--- config.mk ---
export PLATFORM = sky130hd
export DESIGN_NAME = pc_sequencer
export DESIGN_NICKNAME = d
export VERILOG_FILES = /design/src/rtl/pc_sequencer.sv
export SDC_FILE = /design/constraint.sdc
export NUM_CORES = 1
export LEC_CHECK = 0
export CAP_MARGIN = 20
export CORE_ASPECT_RATIO = 1.75
export CORE_UTILIZATION = 60
export DETAILED_ROUTE_END_ITERATION = 6
export DONT_BUFFER_PORTS = 1
export PLACE_DENSITY = 0.79
export SETUP_SLACK_MARGIN = 0.1
export SLEW_MARGIN = 25
export SYNTH_ARGS = -nofsm -noshare
export SYNTH_HDL_FRONTEND = slang
export SYNTH_SLANG_ARGS = --single-unit
--- constraint.sdc ---
create_clock -name clk -period 2.7 [get_ports clk]
set_input_delay 0.27 -clock clk [delete_from_list [all_inputs] [get_ports clk]]
set_output_delay 0.27 -clock clk [all_outputs]
set_load 0.005 [all_outputs]
--- src/rtl/pc_sequencer.sv ---
// rtl/pc_sequencer.sv - program-counter sequencer for the pipelined fetch stage
//
// Holds the fetch PC and the NZCV flag register. Evaluates the branch
// condition against the registered flags and picks the next PC: sequential,
// PC-relative, absolute or register-indirect. Includes start/halt control,
// a stall hold, a one-cycle flush pulse after a taken branch and a link
// (return) address.
//
// Ports:
//   clk          rising-edge clock
//   reset        asynchronous active-low reset
//   start        level; IDLE->RUN when high, HALTED->IDLE when low
//   halt         RUN->HALTED request; holds pc
//   stall        holds pc and suppresses branches (flags still load)
//   flags_we     load alu_flags into the flag register
//   alu_flags    {N,Z,C,V} from the execute stage
//   branch_valid branch present this cycle
//   branch_mode  00 none, 01 relative, 10 absolute, 11 register-indirect
//   cond         ARM condition code (E always, F never)
//   imm          branch immediate (signed word offset or byte address)
//   target_reg   register-indirect target
//   pc           current fetch address (registered)
//   running      high while in RUN
//   taken        combinational: branch accepted this cycle
//   flush        registered pulse in the cycle after taken
//   link_addr    pc + INSTR_BYTES, combinational
module pc_sequencer #(
  parameter int ADDR_W      = 32,
  parameter int IMM_W       = 24,
  parameter int INSTR_BYTES = 4,
  parameter logic [ADDR_W-1:0] RESET_PC = '0
) (
  input  logic              clk,
  input  logic              reset,
  input  logic              start,
  input  logic              halt,
  input  logic              stall,
  input  logic              flags_we,
  input  logic [3:0]        alu_flags,
  input  logic              branch_valid,
  input  logic [1:0]        branch_mode,
  input  logic [3:0]        cond,
  input  logic [IMM_W-1:0]  imm,
  input  logic [ADDR_W-1:0] target_reg,
  output logic [ADDR_W-1:0] pc,
  output logic              running,
  output logic              taken,
  output logic              flush,
  output logic [ADDR_W-1:0] link_addr
);

  typedef enum logic [1:0] {
    IDLE   = 2'd0,
    RUN    = 2'd1,
    HALTED = 2'd2
  } state_t;

  localparam logic [ADDR_W-1:0] STEP = ADDR_W'(INSTR_BYTES);

  state_t            state, state_nxt;
  logic [ADDR_W-1:0] pc_nxt;
  logic [3:0]        flags;
  logic              cond_ok;
  logic [ADDR_W-1:0] imm_sx;
  logic [ADDR_W-1:0] target;

  logic fn, fz, fc, fv;
  assign {fn, fz, fc, fv} = flags;

  // Condition evaluation sees only the registered flags, so a flag write in
  // the same cycle as a branch affects the next branch, not this one.
  always_comb begin
    cond_ok = 1'b0;
    case (cond)
      4'h0: cond_ok = fz;
      4'h1: cond_ok = ~fz;
      4'h2: cond_ok = fc;
      4'h3: cond_ok = ~fc;
      4'h4: cond_ok = fn;
      4'h5: cond_ok = ~fn;
      4'h6: cond_ok = fv;
      4'h7: cond_ok = ~fv;
      4'h8: cond_ok = fc & ~fz;
      4'h9: cond_ok = ~fc | fz;
      4'hA: cond_ok = (fn == fv);
      4'hB: cond_ok = (fn != fv);
      4'hC: cond_ok = ~fz & (fn == fv);
      4'hD: cond_ok = fz | (fn != fv);
      4'hE: cond_ok = 1'b1;
      default: cond_ok = 1'b0;
    endcase
  end

  assign imm_sx = {{(ADDR_W-IMM_W){imm[IMM_W-1]}}, imm};

  always_comb begin
    target = pc + STEP;
    case (branch_mode)
      2'b01:   target = pc + (imm_sx << 2);
      2'b10:   target = {{(ADDR_W-IMM_W){1'b0}}, imm};
      2'b11:   target = target_reg;
      default: target = pc + STEP;
    endcase
  end

  assign running   = (state == RUN);
  assign link_addr = pc + STEP;
  assign taken     = running & ~stall & ~halt & branch_valid &
                     (branch_mode != 2'b00) & cond_ok;

  always_comb begin
    state_nxt = state;
    pc_nxt    = pc;
    case (state)
      IDLE: begin
        if (start) begin
          state_nxt = RUN;
          pc_nxt    = RESET_PC;
        end
      end
      RUN: begin
        if (halt) begin
          state_nxt = HALTED;
        end else if (stall) begin
          pc_nxt = pc;
        end else if (taken) begin
          pc_nxt = target;
        end else begin
          pc_nxt = pc + STEP;
        end
      end
      HALTED: begin
        if (!start) state_nxt = IDLE;
      end
      default: state_nxt = IDLE;
    endcase
  end

  always_ff @(posedge clk or negedge reset) begin
    if (!reset) begin
      state <= IDLE;
      pc    <= RESET_PC;
      flags <= 4'b0000;
      flush <= 1'b0;
    end else begin
      state <= state_nxt;
      pc    <= pc_nxt;
      flush <= taken;
      if (flags_we) flags <= alu_flags;
    end
  end

endmodule
==> metrics.yaml <==
netlist_cell_types: 65
die_h_um: 120
dieArea_um2: 8280
ys.flop_type: "dfrtp_1"
clock_sinks: 39
required_ps: 2880
grt_first_pass_wirelength_um: 27700
ctsLongestPathBuffers: 2
first_global_vias: 5635
floorplan.io_pins: 140
worstPathArrival_ps: 2810
firstDrtPassIters: 7
cts_inserted_buffers: 5
switchingPower_mw: 1.39
buffer_ports.inserted: 0
critical_path_start_type: "flip-flop"
power_density_nw_per_um2: 536
clk-insertion-delay-late_ps: 290
timing.final.setup_violations: 0
synth-edff-count: 0
class_of_the_tightest_hold_or_removal_check: "input port to flip-flop"
ys_async_sr_fraction: 1.00
synth.avg_cell_area_um2: 7.42
hold_violations: 0
fin_worst_hold_slack_ps: 73.1
cellInternalPower_mw: 1.70
finalWeightedCongestion: 1.04
grt_max_degree: 40
place.detailed.hpwl_um: 13600
cts-root-buf: "clkbuf_16"
syn_to_final_growth_pct: 21.8
critical_path.max_fanout: 4
vdd.ir_drop.worst_mv: 0.376
synth_largest_area_cell: "dfrtp_1"
first_iter_violations: 701
pre_cts_ws_ps: -139
max_slew.worst_pin.slew_ps: 761
initial_antenna_violation_count: 0
final_critical_period_ps: 2620
num-nets-final: 783
synth_top_area_frac: 0.206
route.vias.total: 5536
max_cap_violations: 0
path_clk_slew_ps: 70
synth_top_cells_by_area: "dfrtp_1 (21%), ha_1 (7.9%), xnor2_1 (6.5%), o21ai_0 (6.1%), nand2_1 (5.3%)"
total_leakage_power_nw: 2.55
drc: 0
switching_share: 0.451
rows: 42
rrSetupSlack_ps: 80
floorplan.die.width_um: 69.2
ys_seq_elements: 39
synth_sequential_area_ratio: 0.206
final.setup.worst_slack_ps: 76.6
post_synth_instance_area_um2: 4740
avgViaCountPerCell: 7.21
setup_total_negative_slack_ps: 0
ant_nets: 0
min_period_over_period: 0.972
timing.slew.headroom: 0.491
initial_core_util: 0.623
worst-setup-path-type: "flip-flop to flip-flop"
cts_tree: "yes"
wirelength_um: 18600
yosysWarningCount: 0
grt_setup_unrepaired: "true"
syn-instance-count: 639
type_of_destination_of_the_critical_path: "flip-flop"
grt_util_all_layers: 0.429
maximum_level_of_the_cts_h_tree: 2
clock.fmax_mhz: 381
synthesis.nets: 743
outcome: "finished clean"
pwr-share-clk: 0.200
comb_power_share: 0.551
maxSlewViolCount: 0
post_route_cells_drive_above_1_share: 0.224
globalRoute.totalOverflow: 0
antenna-diode-count: 0
post_drt_wl_per_cell_um: 24.2
core-area_um2: 7620
worst_case_clock_skew_ps: 7.11
seq_power_share: 0.250
-- synthesized netlist by cell type (6+ instances only) --
master,instances
nand2_1,67
o21ai_0,58
nor2_1,55
a21oi_1,46
dfrtp_1,39
xnor2_1,35
clkbuf_1,32
ha_1,30
nand3_1,27
inv_1,22
xor2_1,16
a21o_1,15
nor2b_1,12
a22oi_1,11
a221oi_1,10
and3_1,10
nand2b_1,10
a31oi_1,9
nand4_1,9
o21bai_1,8
a32oi_1,7
mux2_2,7
mux2i_1,7
a211oi_1,6
nor3_1,6
-- power groups by stage --
| stage | logic (mW) | registers, mW | clock network (mW) |
|---|---|---|---|
| floorplan | 0.925 | 0.801 | 0 |
| global placement | 1.44 | 0.765 | 0 |
| detailed placement | 1.47 | 0.771 | 0 |
| CTS | 1.53 | 0.760 | 0.614 |
| global route | 1.81 | 0.781 | 0.640 |
| finish | 1.70 | 0.773 | 0.618 |
-- cells by family after synthesis --
family,count (synthesis),synth area share
mux,14,0.0314
buf+inv,63,0.0543
xor+xnor,51,0.0941
simple gates,221,0.228
fa+ha+maj,31,0.0833
compound gates,220,0.304
flops,39,0.206
-- state kept, by name (all words and copies together) (netlist names) --
| signal | cells |
|---|---|
| pc | 32 |
| flags | 4 |
| state | 2 |
| flush | 1 |
-- final timing paths --
kind | start | endpoint | depth (start not counted)
worst min register to register | state[0]$_DFFE_PN0P_ | state[1]$_DFFE_PN0P_ | 1
worst max register to register | pc[2]$_DFFE_PN0P_ | pc[22]$_DFFE_PN0P_ | 12
min in group asynchronous | reset | pc[9]$_DFFE_PN0P_ | 2
worst min-delay path | flags_we | flags[3]$_DFFE_PN0P_ | 1
max in group asynchronous | reset | flags[2]$_DFFE_PN0P_ | 2
worst max-delay path | pc[2]$_DFFE_PN0P_ | pc[22]$_DFFE_PN0P_ | 12
-- metrics by stage --
stage / util / area (um^2) / power (mW) / cells
final: 0.758 / 5780 / 3.10 / 768
after floorplan: - / 4740 / 1.73 / 639
after detailed placement: 0.680 / 5180 / 2.24 / 750
after CTS: 0.717 / 5460 / 2.90 / 764
after global placement: 0.680 / 5180 / 2.21 / 750
after global routing: 0.758 / 5780 / 3.23 / 768
-- cells in the final DEF, fill, tap and decap left out, drive strengths merged, types with 3 or more instances in the layout --
cell    synthesis  final
a32oi           7      7
or2             3      3
a221oi         10     10
nor2           55     55
a21o           15     15
o211ai          5      5
nand2b         10     10
o21ai          61     61
nand3b          3      3
clkbuf         32      5
buf             8     72
mux2            7      7
nand4          10     10
nand2          69     69
nand3          28     28
o21bai          8      8
a221o           5      5
o31ai           5      5
a311oi          3      3
and3           10     10
nor2b          12     12
a21oi          46     46
a22oi          11     11
a211oi          6      6
a32o            3      3
a31oi           9      9
xor2           16     16
ha             30     30
and2            4      4
nor3            9      9
a211o           4      4
xnor2          35     35
inv            22     22
dfrtp          39     39
mux2i           7      7
o21a            3      3
o22ai           5      5
-- critical path, stage by stage (launching register included) --
cell	delay, ps
dfrtp_1	370
ha_2	190
inv_2	50
fa_2	400
nor2b_2	140
o211ai_1	130
nand3b_1	200
a21oi_4	110
o21ai_4	270
a21oi_2	110
xnor2_1	160
o21ai_0	110
a32o_1	280
-- metal layers --
| layer | global-route usage | share of wire |
|---|---|---|
| met1 | 0.409 | 0.33 |
| met3 | 0.108 | 0.088 |
| met5 | 0 | 0 |
| met2 | 0.764 | 0.50 |
| met4 | 0.341 | 0.085 |
-- area by class of cell --
cell class	instances	area, um^2
Tap cell	88	110
Clock buffer	5	125
Clock inverter	3	20.0
Sequential cell	39	978
Multi-Input combinational cell	537	3870
Timing Repair Buffer	73	587
Inverter	23	91.3
Fill cell	584	1840
-- what timing repair did --
action / 4_1_cts / 5_1_grt
pin swaps: 8 / 27
buffers inserted: 4 / 4
gates resized for setup: 17 / 58
hold endpoints to repair: 39 / 0
hold buffers: 2 / 0
endpoints found under the setup margin: 16 / 31
No activity file was read; power rests on OpenSTA's default activity.
